[config.mk]
export PLATFORM = sky130hd
export DESIGN_NAME = mem_axil_master
export DESIGN_NICKNAME = d
export VERILOG_FILES = /design/src/rtl/mem_axil_master.sv
export SDC_FILE = /design/constraint.sdc
export NUM_CORES = 1
export LEC_CHECK = 0
export CAP_MARGIN = 20
export CORE_UTILIZATION = 57
export CTS_CLUSTER_DIAMETER = 120
export DETAILED_ROUTE_END_ITERATION = 7
export DONT_BUFFER_PORTS = 1
export PLACE_DENSITY = 0.75
export SYNTH_ARGS = -nofsm -noshare
export SYNTH_HDL_FRONTEND = slang
export SYNTH_SLANG_ARGS = --single-unit
[constraint.sdc]
create_clock -name clk -period 1.9 [get_ports clk]
set_clock_uncertainty 0.2 [all_clocks]
set_input_delay 0.38 -clock clk [delete_from_list [all_inputs] [get_ports clk]]
set_output_delay 0.38 -clock clk [all_outputs]
set_load 0.03 [all_outputs]
[src/rtl/mem_axil_master.sv]
// Load/store unit to AXI4-Lite bridge: one outstanding byte/half/word access,
// with store lane packing and sign/zero extension of load data.
module mem_axil_master #(
    parameter int unsigned DATA_WIDTH = 32,
    parameter int unsigned ADDR_WIDTH = 16,
    parameter int unsigned STRB_WIDTH = DATA_WIDTH / 8
) (
    input  logic                  clk,
    input  logic                  rst,
    input  logic                  req_valid,
    output logic                  req_ready,
    input  logic                  req_write,
    input  logic [ADDR_WIDTH-1:0] req_addr,
    input  logic [DATA_WIDTH-1:0] req_wdata,
    input  logic [1:0]            req_size,
    input  logic                  req_unsigned,
    output logic                  rsp_valid,
    input  logic                  rsp_ready,
    output logic [DATA_WIDTH-1:0] rsp_rdata,
    output logic                  rsp_err,
    output logic [ADDR_WIDTH-1:0] awaddr,
    output logic [2:0]            awprot,
    output logic                  awvalid,
    input  logic                  awready,
    output logic [DATA_WIDTH-1:0] wdata,
    output logic [STRB_WIDTH-1:0] wstrb,
    output logic                  wvalid,
    input  logic                  wready,
    input  logic [1:0]            bresp,
    input  logic                  bvalid,
    output logic                  bready,
    output logic [ADDR_WIDTH-1:0] araddr,
    output logic [2:0]            arprot,
    output logic                  arvalid,
    input  logic                  arready,
    input  logic [DATA_WIDTH-1:0] rdata,
    input  logic [1:0]            rresp,
    input  logic                  rvalid,
    output logic                  rready
);

    typedef enum logic [2:0] {
        S_IDLE, S_WRITE, S_WRESP, S_RADDR, S_RDATA, S_RESP
    } state_t;

    localparam logic [1:0] SZ_BYTE    = 2'd0;
    localparam logic [1:0] SZ_HALF    = 2'd1;
    localparam logic [1:0] SZ_ILLEGAL = 2'd3;

    state_t                r_state;
    logic [1:0]            r_size;
    logic                  r_unsigned;
    logic                  r_req_ready;
    logic                  r_rsp_valid;
    logic [DATA_WIDTH-1:0] r_rsp_rdata;
    logic                  r_rsp_err;
    logic [ADDR_WIDTH-1:0] r_awaddr;
    logic                  r_awvalid;
    logic [DATA_WIDTH-1:0] r_wdata;
    logic [STRB_WIDTH-1:0] r_wstrb;
    logic                  r_wvalid;
    logic                  r_bready;
    logic [ADDR_WIDTH-1:0] r_araddr;
    logic                  r_arvalid;
    logic                  r_rready;

    logic w_aw_done;
    logic w_w_done;
    logic w_unused;

    // A channel is finished once its valid has dropped or is being accepted now.
    assign w_aw_done = !r_awvalid || awready;
    assign w_w_done  = !r_wvalid  || wready;
    assign w_unused  = &{1'b0, bresp[0], rresp[0]};

    function automatic logic [DATA_WIDTH-1:0] f_pack(input logic [DATA_WIDTH-1:0] d,
                                                     input logic [1:0] sz);
        case (sz)
            SZ_BYTE: return DATA_WIDTH'(d[7:0]);
            SZ_HALF: return DATA_WIDTH'(d[15:0]);
            default: return d;
        endcase
    endfunction

    function automatic logic [STRB_WIDTH-1:0] f_strb(input logic [1:0] sz);
        case (sz)
            SZ_BYTE: return STRB_WIDTH'(4'b0001);
            SZ_HALF: return STRB_WIDTH'(4'b0011);
            default: return STRB_WIDTH'(4'b1111);
        endcase
    endfunction

    function automatic logic [DATA_WIDTH-1:0] f_extend(input logic [DATA_WIDTH-1:0] d,
                                                       input logic [1:0] sz,
                                                       input logic uns);
        case (sz)
            SZ_BYTE: return {{(DATA_WIDTH-8){d[7] & ~uns}}, d[7:0]};
            SZ_HALF: return {{(DATA_WIDTH-16){d[15] & ~uns}}, d[15:0]};
            default: return d;
        endcase
    endfunction

    always_ff @(posedge clk) begin
        if (rst) begin
            r_state     <= S_IDLE;
            r_size      <= 2'd0;
            r_unsigned  <= 1'b0;
            r_req_ready <= 1'b0;
            r_rsp_valid <= 1'b0;
            r_rsp_rdata <= '0;
            r_rsp_err   <= 1'b0;
            r_awaddr    <= '0;
            r_awvalid   <= 1'b0;
            r_wdata     <= '0;
            r_wstrb     <= '0;
            r_wvalid    <= 1'b0;
            r_bready    <= 1'b0;
            r_araddr    <= '0;
            r_arvalid   <= 1'b0;
            r_rready    <= 1'b0;
        end else begin
            case (r_state)
                S_IDLE: begin
                    r_req_ready <= 1'b1;
                    if (req_valid && r_req_ready) begin
                        r_req_ready <= 1'b0;
                        r_size      <= req_size;
                        r_unsigned  <= req_unsigned;
                        if (req_size == SZ_ILLEGAL) begin
                            r_rsp_valid <= 1'b1;
                            r_rsp_err   <= 1'b1;
                            r_rsp_rdata <= '0;
                            r_state     <= S_RESP;
                        end else if (req_write) begin
                            r_awaddr  <= req_addr;
                            r_wdata   <= f_pack(req_wdata, req_size);
                            r_wstrb   <= f_strb(req_size);
                            r_awvalid <= 1'b1;
                            r_wvalid  <= 1'b1;
                            r_state   <= S_WRITE;
                        end else begin
                            r_araddr  <= req_addr;
                            r_arvalid <= 1'b1;
                            r_state   <= S_RADDR;
                        end
                    end
                end
                S_WRITE: begin
                    if (r_awvalid && awready) r_awvalid <= 1'b0;
                    if (r_wvalid && wready)   r_wvalid  <= 1'b0;
                    if (w_aw_done && w_w_done) begin
                        r_bready <= 1'b1;
                        r_state  <= S_WRESP;
                    end
                end
                S_WRESP: begin
                    if (bvalid) begin
                        r_bready    <= 1'b0;
                        r_rsp_valid <= 1'b1;
                        r_rsp_err   <= bresp[1];
                        r_rsp_rdata <= '0;
                        r_state     <= S_RESP;
                    end
                end
                S_RADDR: begin
                    if (arready) begin
                        r_arvalid <= 1'b0;
                        r_rready  <= 1'b1;
                        r_state   <= S_RDATA;
                    end
                end
                S_RDATA: begin
                    if (rvalid) begin
                        r_rready    <= 1'b0;
                        r_rsp_valid <= 1'b1;
                        r_rsp_err   <= rresp[1];
                        r_rsp_rdata <= rresp[1] ? '0 : f_extend(rdata, r_size, r_unsigned);
                        r_state     <= S_RESP;
                    end
                end
                S_RESP: begin
                    if (rsp_ready) begin
                        r_rsp_valid <= 1'b0;
                        r_rsp_err   <= 1'b0;
                        r_req_ready <= 1'b1;
                        r_state     <= S_IDLE;
                    end
                end
                default: r_state <= S_IDLE;
            endcase
        end
    end

    assign req_ready = r_req_ready;
    assign rsp_valid = r_rsp_valid;
    assign rsp_rdata = r_rsp_rdata;
    assign rsp_err   = r_rsp_err;
    assign awaddr    = r_awaddr;
    assign awprot    = 3'b000;
    assign awvalid   = r_awvalid;
    assign wdata     = r_wdata;
    assign wstrb     = r_wstrb;
    assign wvalid    = r_wvalid;
    assign bready    = r_bready;
    assign araddr    = r_araddr;
    assign arprot    = 3'b000;
    assign arvalid   = r_arvalid;
    assign rready    = r_rready;

endmodule

==> results of run 1 <==
[cells in the final DEF, fill, tap and decap left out, types with 5 or more instances in the layout]
cell,synthesis,routed
nand3_1,26,26
nor3_1,5,5
buf_4,9,31
clkbuf_16,0,22
o21ai_1,4,8
nand3b_1,10,10
buf_12,0,5
clkinv_4,0,5
mux2_4,0,6
o21ai_0,38,34
clkinvlp_4,0,5
nor2_1,32,32
dfxtp_1,113,109
dlygate4sd3_1,0,85
o31ai_1,16,8
nor2b_1,51,51
conb_1,1,6
a21oi_1,52,51
mux2i_1,20,19
buf_6,2,6
nand2_1,89,88
o31ai_2,0,6
[critical path, delay by kind of cell, from the launching register on]
family                 cells  cell delay (ns)
AO/OA/AOI/OAI              1             0.18
buffers and inverters      3             0.53
flip-flops                 1             0.36
AND/OR/NAND/NOR            3             0.61
[repair_timing]
| action | CTS | global route |
|---|---|---|
| resized for setup | 7 | 41 |
| buffers inserted | 1 | 10 |
| endpoints found under the hold margin | 113 | 79 |
| hold buffers | 66 | 19 |
| gates cloned | 3 | 5 |
| pin swaps | 2 | 14 |
| setup endpoints to repair | 47 | 72 |
[final cells by class]
| type | count | area, sq um |
|---|---|---|
| Clock buffer | 18 | 428 |
| Clock inverter | 14 | 181 |
| Fill cell | 450 | 1330 |
| Inverter | 3 | 15.0 |
| Multi-Input combinational cell | 396 | 2410 |
| Sequential cell | 113 | 2270 |
| Tap cell | 105 | 131 |
| Timing Repair Buffer | 133 | 1400 |
[metal layers]
layer / vias to the layer above / global-route usage, %
met4: 0 / 12.4
met5: - / 0
met2: 259 / 53.4
li1: 2125 / -
met3: 45 / 11.1
met1: 2232 / 34.3
[metrics by stage]
step	instances	util (%)	setup WS (ns)	power [mW]
finish	782	83.7	-0.0645	9.23
global route	782	83.7	-0.113	9.56
CTS	749	77.6	0.00383	8.59
detailed placement	647	60.8	-0.0666	5.17
global placement	647	60.8	-0.00337	5.10
floorplan	565	-	-0.0816	4.52
[power breakdown]
group	switching [mW]	leakage, nW	internal [mW]
clock	1.18	0.284	2.05
combinational	1.58	1.44	1.37
sequential	0.459	0.915	2.59
[logic make-up (layout without fill, tap and decap cells)]
family | count (synthesis) | count (layout) | share of synthesized area, %
flip-flops | 113 | 113 | 47.3
other | 1 | 6 | 0.0783
buffers and inverters | 57 | 168 | 5.78
AND/OR/NAND/NOR | 229 | 229 | 24.4
AO/OA/AOI/OAI | 130 | 131 | 16.0
multiplexers | 30 | 30 | 6.53
[sequential cells by signal, indices dropped and copies added, names as in the netlist, 2 cells and up]
name       flops
araddr        16
awaddr        16
r_size         2
rsp_rdata     32
wstrb          3
wdata         32
r_state        3
[worst max path at each step]
stage / slack, ns / depth (start not counted) / startpoint / end
after global placement: -0.003 / 6 / r_state[2]$_SDFFE_PP0P_ / araddr[12]$_SDFFE_PP0P_
after detailed placement: -0.07 / 7 / r_state[1]$_SDFFE_PP0P_ / rsp_rdata[27]$_SDFFE_PP0P_
after floorplan: -0.08 / 6 / r_state[0]$_SDFFE_PP0P_ / araddr[10]$_SDFFE_PP0P_
final: -0.06 / 7 / r_state[0]$_SDFFE_PP0P_ / wdata[19]$_SDFFE_PP0P_
after CTS: 0.004 / 7 / r_state[0]$_SDFFE_PP0P_ / araddr[15]$_SDFFE_PP0P_
after global routing: -0.11 / 4 / r_size[0]$_SDFFE_PP0P_ / rsp_rdata[19]$_SDFFE_PP0P_
==> impl.org, run 1 <==
** Status
- The flow ran to the end, but the final reports show violations.
- The checks that failed: negative hold slack, negative setup slack.

** Die
- Die H :: 93.6 um
- The floorplan has 33 rows.
- The initial utilization of the core area, before any placement, comes to 58.6%.
- Chip Width :: 93.6 um
- The die covers 0.00877 sq mm.
- The region available for standard cell placement spans 0.00818 sq mm.
- Number of ports placed on the die boundary :: 211

** Place
- PortBufs :: 0
- The HPWL after detailed placement is 7.54 mm.
- Placer congestion estimate :: 0.799
- Post-detailed-placement cell area :: 0.00497 sq mm

** Logic synthesis
- Per-instance average area after synthesis :: 8.55 sq um
- The Yosys step of the flow raised 0 warnings.
- Summed instance area of the synthesized netlist :: 0.00479 sq mm
- Dominant cell type by area after synthesis :: dfxtp_1
- The number of different library cells used by synthesis comes to 44.
- Async S/R FF share, synth :: 0%
- Area share of the leading cell type in the synthesized netlist :: 47.3%
- Ranked by total cell area, the synthesized netlist is headed by dfxtp_1 47%, nand2_1 7.0%, nor2b_1 6.7%.
- Number of flops mapped to enable cells by yosys :: 0
- Main flop type after synthesis :: dfxtp_1
- The share of the Yosys chip area taken by registers is 47.3%.
- In this run, synthesis produced a sequential element count of 113.
- By count the netlist is led by 113 x dfxtp_1, 89 x nand2_1, 52 x a21oi_1.
- Most numerous cell in the Yosys netlist :: dfxtp_1
- In the synthesized netlist, the number of instances is 560.

** STA
- The number of max-slew violations in the final report was 0.
- Slew margin rel. :: 60.5%
- On the final layout, the worst hold slack is -0.189 ns.
- The number of hold violations in the final report was 70.
- At the pin with the least slew margin, the transition time is 0.592 ns.
- Setup violations remaining at the end of the flow were counted as 16.
- Minimum clock period :: 1.96 ns
- Worst setup margin :: -0.0645 ns
- Post-Route Setup TNS :: -0.239 ns
- Highest Clock Rate :: 509 MHz
- Unrepaired setup endpoints after global routing :: yes
- The worst path uses 103% of the clock period.

** Clock tree
- TritonCTS clock tree :: built
- In this run the deepest clock path goes through 2 buffers.
- CTS sink count :: 113
- Number of H-tree levels :: 4
- Clock transition at the register clock pins on the worst setup and hold paths after CTS :: 0.06 ns
- The tree is rooted in a clkbuf_8.
- The later pin in the worst-skew pair is clocked with a latency of 0.50 ns.
- TritonCTS created 17 clock buffers.

** Detailed routing
- For this block, the routed nets add up to 15.8 mm of wire.
- Number of vias per cell after detailed routing :: 5.96
- The routed layout has 4661 vias.
- Dividing the detail-routed wire length by the instance count gives 20.1 um.
- Antenna Violating Nets Remaining :: 0
- Number of iterations in the first detailed-routing pass :: 5
- After detailed routing, the wire length on met1 is 6.06 mm.
- In the routed design, unresolved DRC markers number 0.
- Detail Route met3 WL :: 1.31 mm
- The detailed router finished its first iteration with 380 violations.
- Highest metal layer with signal wires :: met4
- The routed design uses 7.95 mm of met2 wire.

** Power
- IR analysis of the VDD net gives a maximum drop of 0.761 mV.
- Power spread over the standard cell area amounts to 1350 mW/mm^2.
- In this run the static leakage power is 2.64 nW.

** Critical path
- The worst setup path is launched from a flip-flop.
- The critical path goes through or2_4 > buf_4 > nor4_4 > buf_4 > clkbuf_16 > nand3_1 > a21oi_1.
- Crit. End Element :: flip-flop
- Largest fanout on the critical path :: 7
- The number of cells on the worst reg-to-reg path is 7.
- Worst Setup Path Type :: reg2reg
- Slack of the worst reg-to-reg path :: -0.06 ns
- The worst register-to-register path ends at wdata[19]$_SDFFE_PP0P_.
- Data required time at the worst endpoint :: 2.12 ns
- On the worst path, the slowest cell contributes a delay of 0.36 ns.
- Most numerous cell on the critical path :: buf_4
- Data arrives at the worst endpoint at 2.18 ns.
- Reg-to-reg critical path startpoint :: r_state[0]$_SDFFE_PP0P_
- Worst path slowest cell :: dfxtp_4

** Global routing
- Entering global routing, the biggest net connects 120 pins.
- Global-route wire length before repair :: 20.8 mm
- Overall overflow remaining after global route :: 0
- The via count of the first global-routing pass is 4179.
- Overall track demand over capacity in global routing :: 30.9%
- Initial antenna violation count :: 0

** Layout
- Antenna diode instance count :: 0
- In the final layout, the share of cells above drive strength 1 is 18.0%.
- Total number of nets in the final design :: 761
- After routing the design area is 0.00684 sq mm.
- The area growth from synthesis to layout is 42.9%.

** Min path
- Worst Hold Endpoint :: arvalid$_SDFFE_PP0P_
- Class of the tightest hold or removal check :: in2reg
- Along the worst hold path, the cell count comes to 1.
- Hold path startpoint :: arready

** Flow run
- Across the run, the number of max-cap violations was 0.
(Power assumes the default switching activity.)
==> inputs of run 2 (changes only) <==
Settings changed: TNS_END_PERCENT from default to 20.
==> run 2 against run 1 <==
Net effect:
- the flow still finishes with violations (negative hold slack, negative setup slack)
- critical path depth shrank 1
- worst hold slack lost 0.00060 ns
- combinational power shrank 11%
- critical path type unchanged
- highest routed layer unchanged
==> impl.org, run 2 (synthesis results as in run 1) <==
** Layout
- Post-route non-filler standard cell count :: 749 (was 782)
- Total number of nets in the final design :: 728 (was 761)
- Commonest cells after routing, fill and taps aside :: 109 x dfxtp_1, 89 x nand2_1, 67 x dlygate4sd3_1, 52 x a21oi_1, 51 x nor2b_1 (was 109 x dfxtp_1, 88 x nand2_1, 85 x dlygate4sd3_1, 51 x nor2b_1, 51 x a21oi_1)
- Commonest non-fill, non-tap cell in the layout :: dfxtp_1 (unchanged)
- Area growth from synthesis to layout :: 34.7% (was 42.9%)
- The final non-filler cell area came to 0.00645 sq mm (was 0.00684 sq mm).
- Antenna diode instance count :: 0 (unchanged)
- The share of final-layout standard cells stronger than drive strength 1 came to 15.7% (was 18.0%).

** Critical path
- Reg-to-reg critical path startpoint :: r_state[2]$_SDFFE_PP0P_ (was r_state[0]$_SDFFE_PP0P_)
- Critical path launch point :: r_state[2]$_SDFFE_PP0P_ (was r_state[0]$_SDFFE_PP0P_)
- The critical register-to-register path endpoint was rsp_rdata[13]$_SDFFE_PP0P_ (was wdata[19]$_SDFFE_PP0P_).
- Worst Setup Path Type :: reg2reg (unchanged)
- The worst-case reg-to-reg path depth was 6 (was 7).
- Ordered cell list for the critical path :: buf_6 > a2111o_1 > o311ai_4 > or2_4 > clkbuf_16 > mux2_4 (was or2_4 > buf_4 > nor4_4 > buf_4 > clkbuf_16 > nand3_1 > a21oi_1)
- The delay of the slowest critical-path stage came to 0.39 ns (was 0.36 ns).
- The type of origin of the critical path is a flip-flop (unchanged).
- The arrival time reported for the critical path endpoint came to 2.13 ns (was 2.18 ns).
- Critical Path End :: rsp_rdata[13]$_SDFFE_PP0P_ (was wdata[19]$_SDFFE_PP0P_)
- Slack of the worst reg-to-reg path :: -0.04 ns (was -0.06 ns)
- Crit. End Element :: flip-flop (unchanged)
- Worst path slowest cell :: a2111o_1 (was dfxtp_4)
- The required time of the worst setup path is 2.09 ns (was 2.12 ns).
- The biggest fanout along the worst timing path is 6 (was 7).

** STA
- Worst Max-Slew Pin Slew :: 0.627 ns (was 0.592 ns)
- Number of endpoints failing setup at the final stage :: 9 (was 16)
- Slew margin rel. :: 58.1% (was 60.5%)
- The setup slack of the critical path after layout is -0.0359 ns (was -0.0645 ns).
- The number of max-slew violations in the final report is 0 (unchanged).
- Worst hold margin :: -0.189 ns (about the same)
- The post-route minimum period came to 1.94 ns (was 1.96 ns).
- Period Utilization, post-route :: 102% (was 103%)
- The number of hold violations in the final report was 78 (was 70).
- Unrepaired setup endpoints after global routing :: yes (unchanged)
- The maximum clock rate is 517 MHz (was 509 MHz).
- Post-Route Setup TNS :: -0.159 ns (was -0.239 ns)

** Global routing
- The first-pass GRT wire length was 19.7 mm (was 20.8 mm).
- Pin count of the biggest net entering global routing :: 120 (unchanged)
- The initial antenna violation count was 0 (unchanged).
- The via count of the first global-routing pass is 4120 (was 4179).
- The aggregate global-route resource usage is 28.9% (was 30.9%).
- The residual overflow from global routing came to 0 (unchanged).

** Die
- Chip Width :: 93.6 um (unchanged)
- The initial cell density of the core came to 58.6% (unchanged).
- Placeable core area :: 0.00818 sq mm (unchanged)
- The die outline area was 0.00877 sq mm (unchanged).
- The top-level I/O count came to 211 (unchanged).
- # rows :: 33 (unchanged)
- Die H :: 93.6 um (unchanged)

** Detailed routing
- Number of vias per cell after detailed routing :: 5.82 (was 5.96)
- Wire length per cell after detailed routing :: 18.0 um (was 20.1 um)
- Via count of the routed design :: 4360 (was 4661)
- Number of DRC markers after the initial detailed-route iteration :: 182 (was 380)
- The length of the first detailed-routing pass in iterations was 7 (was 5).
- Number of DRC violations after detailed routing :: 0 (unchanged)
- The detailed-route wire length is 13.5 mm (was 15.8 mm).
- Antenna Violating Nets Remaining :: 0 (unchanged)

** Power
- Total power consumption of the routed design :: 8.81 mW (was 9.23 mW)
- The maximum ir drop on the vdd rail is 0.855 mV (was 0.761 mV).
- The leakage power figure was 2.48 nW (was 2.64 nW).
- The power per standard cell area came to 1370 mW/mm^2 (was 1350 mW/mm^2).

** Clock tree
- Total CTS buffers :: 17 (unchanged)
- CTS sink count :: 113 (unchanged)
- The number of levels in the clock H-tree was 4 (unchanged).
- The worst-skew pair later-pin latency is 0.50 ns (about the same).
- CTS Buffer Depth :: 2 (unchanged)
- Clock transition at the register clock pins on the worst setup and hold paths after CTS :: 0.06 ns (about the same)
- The master cell of the clock root buffer is clkbuf_8 (unchanged).
- TritonCTS clock tree :: built (unchanged)

** Place
- Post-detailed-placement cell area :: 0.00497 sq mm (about the same)
- The post-DP HPWL came to 7.54 mm (about the same).
- Placer congestion estimate :: 0.798 (was 0.799)
- PortBufs :: 0 (unchanged)
- The post-placement cell count was 644 (was 647).

** Status
- Violations in the final reports: negative hold slack, negative setup slack (unchanged).
- Outcome: complete, but fails checks (unchanged).

** Min path
- Class of the tightest hold or removal check :: in2reg (unchanged)

** Flow run
- Maxcap violations :: 0 (unchanged)
==> run 2: changes by cell type in the layout (fill, tap and decap cells not counted), moves of 3 or more <==
cell           delta
buf_12            +3
buf_6             -3
o21ai_0           +3
o21ai_1           -3
buf_4            -10
dlygate4sd3_1    -18
mux2_4            +3
clkbuf_16         -4
==> run 2: cell type report <==
cell class	count	area [sq um]
timing repair buffer	101	1070
multi-input combinational	395	2360
inverter	3	15.0
clock buffer	17	414
clock inverter	15	186
sequential	113	2270
tap	105	131
fill	539	1730
==> run 2: per-stage QoR <==
stage               hold slack, ns  util (%)  setup WS, ns
floorplan                    0.276         -       -0.0818
global placement             0.255      60.8        0.0136
detailed placement           0.257      60.8       -0.0309
CTS                         -0.263      76.3       -0.0184
global route                -0.261      78.8       -0.0556
finish                      -0.189      78.8       -0.0359
==> run 2: worst min path at each step <==
stage | from | to | depth (start not counted)
global route | rst | rsp_valid$_SDFFE_PP0P_ | 1
floorplan | awready | awvalid$_SDFFE_PP0P_ | 1
CTS | rst | r_state[0]$_SDFFE_PP0P_ | 1
finish | arready | arvalid$_SDFFE_PP0P_ | 1
detailed placement | rst | r_state[0]$_SDFFE_PP0P_ | 1
global placement | rst | r_state[0]$_SDFFE_PP0P_ | 1
==> run 2: worst max-delay path: cells and delay by family, from the launching register on <==
| kind | cells | cell delay, ns |
|---|---|---|
| flip-flops | 1 | 0.36 |
| multiplexers | 1 | 0.29 |
| buffers and inverters | 2 | 0.29 |
| AO/OA/AOI/OAI | 2 | 0.47 |
| AND/OR/NAND/NOR | 1 | 0.21 |
==> run 2: per-layer routing <==
| metal | share of wire (%) | vias to the layer above | global-route usage (%) |
|---|---|---|---|
| met3 | 8.9 | 46 | 10.7 |
| met1 | 38 | 2050 | 33.4 |
| li1 | - | 2047 | - |
| met5 | 0 | - | 0 |
| met2 | 49 | 217 | 46.7 |
| met4 | 3.3 | 0 | 15.0 |
==> run 2: repair_timing <==
item,CTS,global route
endpoints found under the setup margin,34,37
resized for setup,3,25
endpoints found under the hold margin,113,79
cloned,0,2
hold buffers,65,2
pin swaps,2,5
setup buffers,1,3
==> run 2: power by group <==
part           internal, mW  switching (mW)  total, mW
combinational          1.22            1.41       2.63
clock                  2.01            1.15       3.16
sequential             2.58           0.444       3.02
total                  5.81            3.00       8.81
==> inputs of run 3 (changes only) <==
Settings changed: PLACE_DENSITY 0.75 to 0.76.
==> run 3 against run 2 <==
Net effect:
- the run still ends with negative hold slack, negative setup slack left
- non-clock buffer count up 7
- worst hold slack worse by 0.048 ns
- cell count rose by 1.1%
- die area stayed put
- via count rose by 3.4%
- flip-flop and latch count stayed put
- clock-buffer cell count rose by 4
- first-iteration DRC count is 10% higher
- wire length grew 7.3%
- critical path type unchanged
- largest cell class unchanged
- largest power group unchanged
==> impl.org, run 3 (synthesis results as in run 1) <==
** Power
- Total power consumption of the routed design :: 9.01 mW (was 8.81 mW)
- Power density cells :: 1380 mW/mm^2 (was 1370 mW/mm^2)
- Highest ir drop seen on vdd :: 0.916 mV (was 0.855 mV)
- Static leakage :: 2.51 nW (was 2.48 nW)

** Layout
- Summed area of non-filler cells in the final layout :: 0.00654 sq mm (was 0.00645 sq mm)
- The count of non-filler cells in the finished layout came to 757 (was 749).
- Filler Cell Count :: 500 (was 539)
- Commonest cells after routing, fill and taps aside: 109 x dfxtp_1, 89 x nand2_1, 71 x dlygate4sd3_1, 51 x nor2b_1, 51 x a21oi_1 (was 109 x dfxtp_1, 89 x nand2_1, 67 x dlygate4sd3_1, 52 x a21oi_1, 51 x nor2b_1).
- Antenna diode instance count :: 0 (unchanged)
- The final net count came to 736 (was 728).
- Commonest non-fill, non-tap cell in the layout :: dfxtp_1 (unchanged)
- The share of final-layout standard cells stronger than drive strength 1 was 17.0% (was 15.7%).
- Area growth from synthesis to layout :: 36.7% (was 34.7%)

** Critical path
- Largest fanout on the critical path :: 8 (was 6)
- Crit. End Element :: flip-flop (unchanged)
- Element type at the critical path start :: flip-flop (unchanged)
- Critical Path End :: rsp_rdata[27]$_SDFFE_PP0P_ (was rsp_rdata[13]$_SDFFE_PP0P_)
- Worst path slowest cell :: dfxtp_4 (was a2111o_1)
- Sum of buffers and inverters on the critical path :: 3 (was 2)
- Worst path max stage delay :: 0.36 ns (was 0.39 ns)
- Arrival time worst endpoint :: 2.14 ns (was 2.13 ns)
- The top cell family by delay on the critical path is buffers and inverters (was compound AO/OA/AOI/OAI gates).
- The flop-to-flop setup slack is -0.03 ns (was -0.04 ns).
- The required time of the worst setup path was 2.11 ns (was 2.09 ns).
- The critical register-to-register path endpoint is rsp_rdata[27]$_SDFFE_PP0P_ (was rsp_rdata[13]$_SDFFE_PP0P_).
- The worst setup path startpoint was r_state[2]$_SDFFE_PP0P_ (unchanged).
- The category of the most critical setup path is reg2reg (unchanged).
- The reg-to-reg startpoint was r_state[2]$_SDFFE_PP0P_ (unchanged).
- Ordered cell list for the critical path :: buf_6 > nand2_1 > o311ai_4 > or2_4 > clkbuf_16 > buf_4 > o31ai_2 (was buf_6 > a2111o_1 > o311ai_4 > or2_4 > clkbuf_16 > mux2_4)
- Cell count of the worst reg-to-reg path :: 7 (was 6)
- The number of stages on the worst setup path was 7 (was 6).

** STA
- Period Utilization, post-route :: 102% (about the same)
- Worst hold margin :: -0.237 ns (was -0.189 ns)
- The maximum clock rate was 518 MHz (was 517 MHz).
- The remaining max-slew budget at the tightest pin is 60.1% (was 58.1%).
- The post-route minimum period came to 1.93 ns (was 1.94 ns).
- The number of hold violations in the final report is 79 (was 78).
- The final-report setup violation count came to 11 (was 9).
- Unrepaired setup endpoints after global routing :: yes (unchanged)
- The setup slack of the critical path after layout was -0.0308 ns (was -0.0359 ns).
- The worst-margin pin slew came to 0.597 ns (was 0.627 ns).
- The number of max-slew violations in the final report is 0 (unchanged).
- The setup TNS after final layout came to -0.134 ns (was -0.159 ns).

** Global routing
- Met2 Use GR :: 50.2% (was 46.7%)
- The met1 layer usage reported by global route is 30.9% (was 33.4%).
- The residual overflow from global routing was 0 (unchanged).
- Via count of the first global-routing pass :: 4144 (was 4120)
- Met3 usage :: 10.7% (about the same)
- Global-route wire length before repair :: 19.9 mm (was 19.7 mm)
- Most used routing layer :: met2 (unchanged)
- Pin count of the biggest net entering global routing :: 120 (unchanged)
- The aggregate global-route resource usage came to 29.4% (was 28.9%).
- The initial antenna violation count was 0 (unchanged).

** Min path
- Class of the tightest hold or removal check :: in2reg (unchanged)

** Die
- The area inside the core boundary was 0.00818 sq mm (unchanged).
- # rows :: 33 (unchanged)
- The initial cell density of the core was 58.6% (unchanged).
- Die H :: 93.6 um (unchanged)
- Number of ports placed on the die boundary :: 211 (unchanged)
- Full die area :: 0.00877 sq mm (unchanged)
- The chip width came to 93.6 um (unchanged).

** Clock tree
- The master cell of the clock root buffer is clkbuf_8 (unchanged).
- The number of levels in the clock H-tree was 4 (unchanged).
- Clock transition at the register clock pins on the worst setup and hold paths after CTS :: 0.06 ns (about the same)
- Clock network latency to the later pin of the worst-skew pair :: 0.50 ns (about the same)
- CTS sink count :: 113 (unchanged)
- TritonCTS clock tree :: built (unchanged)
- Total CTS buffers :: 17 (unchanged)
- CTS Buffer Depth :: 2 (unchanged)

** Status
- Outcome :: complete, but fails checks (unchanged)
- Violations in the final reports :: negative hold slack, negative setup slack (unchanged)

** Detailed routing
- Number of vias per cell after detailed routing :: 5.96 (was 5.82)
- The detailed-route wire length came to 14.5 mm (was 13.5 mm).
- The number of remaining DRC errors was 0 (unchanged).
- The DRC marker count from the first detailed-route iteration was 201 (was 182).
- Number of iterations in the first detailed-routing pass :: 6 (was 7)
- Antenna Violating Nets Remaining :: 0 (unchanged)
- Via count of the routed design :: 4509 (was 4360)
- Wire length per cell after detailed routing :: 19.2 um (was 18.0 um)

** Place
- The setup slack after placement was -0.0342 ns (was -0.0309 ns).
- The post-placement cell count came to 645 (was 644).
- The final RePlAce weighted congestion was 0.788 (was 0.798).
- PortBufs :: 0 (unchanged)
- Final HPWL DP :: 7.53 mm (was 7.54 mm)
- The placement-stage cell area is 0.00495 sq mm (was 0.00497 sq mm).

** Flow run
- The number of maximum-capacitance violations came to 0 (unchanged).
-- run 3: changes by cell type in the layout (fill, tap and decap cells not counted), moves of 4 or more --
cell and change:
dlygate4sd3_1 +4, o31ai_1 -4, mux2_4 -8, mux2_2 +8, clkbuf_8 +4, buf_4 +7
-- run 3: metal layers --
layer | vias to the layer above | wire, um | part of all wire, %
met5 | - | 0 | 0
met4 | 0 | 508 | 3.5
met3 | 52 | 1260 | 8.7
met1 | 2150 | 5340 | 37
li1 | 2060 | - | -
met2 | 247 | 7400 | 51
-- run 3: what timing repair did --
action | 4_1_cts | 5_1_grt
resized for setup | 2 | 26
setup buffers | 0 | 7
hold endpoints to repair | 112 | 80
cloned | 0 | 3
hold buffers | 65 | 6
setup endpoints to repair | 8 | 82
pin swaps | 1 | 11
-- run 3: power breakdown --
group / internal [mW] / leakage [nW] / switching [mW]
Clock: 2.28 / 0.311 / 1.12
Combinational: 1.13 / 1.28 / 1.45
Sequential: 2.58 / 0.915 / 0.455
Total: 6.00 / 2.51 / 3.02
-- run 3: how the worst min path moves through the flow --
stage	from	to	slack [ns]	cells after the start
after floorplan	awready	awvalid$_SDFFE_PP0P_	0.28	1
after global placement	rst	r_state[0]$_SDFFE_PP0P_	0.26	1
after detailed placement	rst	r_state[0]$_SDFFE_PP0P_	0.26	1
after CTS	rst	r_state[0]$_SDFFE_PP0P_	-0.27	1
after global routing	rst	wstrb[0]$_SDFFE_PP0P_	-0.26	1
final	rst	r_size[0]$_SDFFE_PP0P_	-0.24	1
-- run 3: worst register-to-register path: stages, from the launching register on --
cell and delay, ns:
dfxtp_4 0.36, buf_6 0.14, nand2_1 0.12, o311ai_4 0.14, or2_4 0.29, clkbuf_16 0.17, buf_4 0.17, o31ai_2 0.27
-- run 3: area by class of cell --
class | instances | area (sq um) | share of cell area, %
Clock buffer | 21 | 469 | 7.17
Clock inverter | 11 | 175 | 2.68
Inverter | 3 | 11.3 | 0.172
Multi-Input combinational cell | 396 | 2390 | 36.5
Sequential cell | 113 | 2270 | 34.7
Tap cell | 105 | 131 | 2.01
Timing Repair Buffer | 108 | 1090 | 16.7
-- run 3: metrics by stage --
stage          hold slack (ns)  util (%)
3_3_place_gp             0.256      60.6
6_report                -0.237      80.0
5_1_grt                 -0.259      80.0
2_1_floorplan            0.276         -
3_5_place_dp             0.259      60.6
4_1_cts                 -0.266      76.6
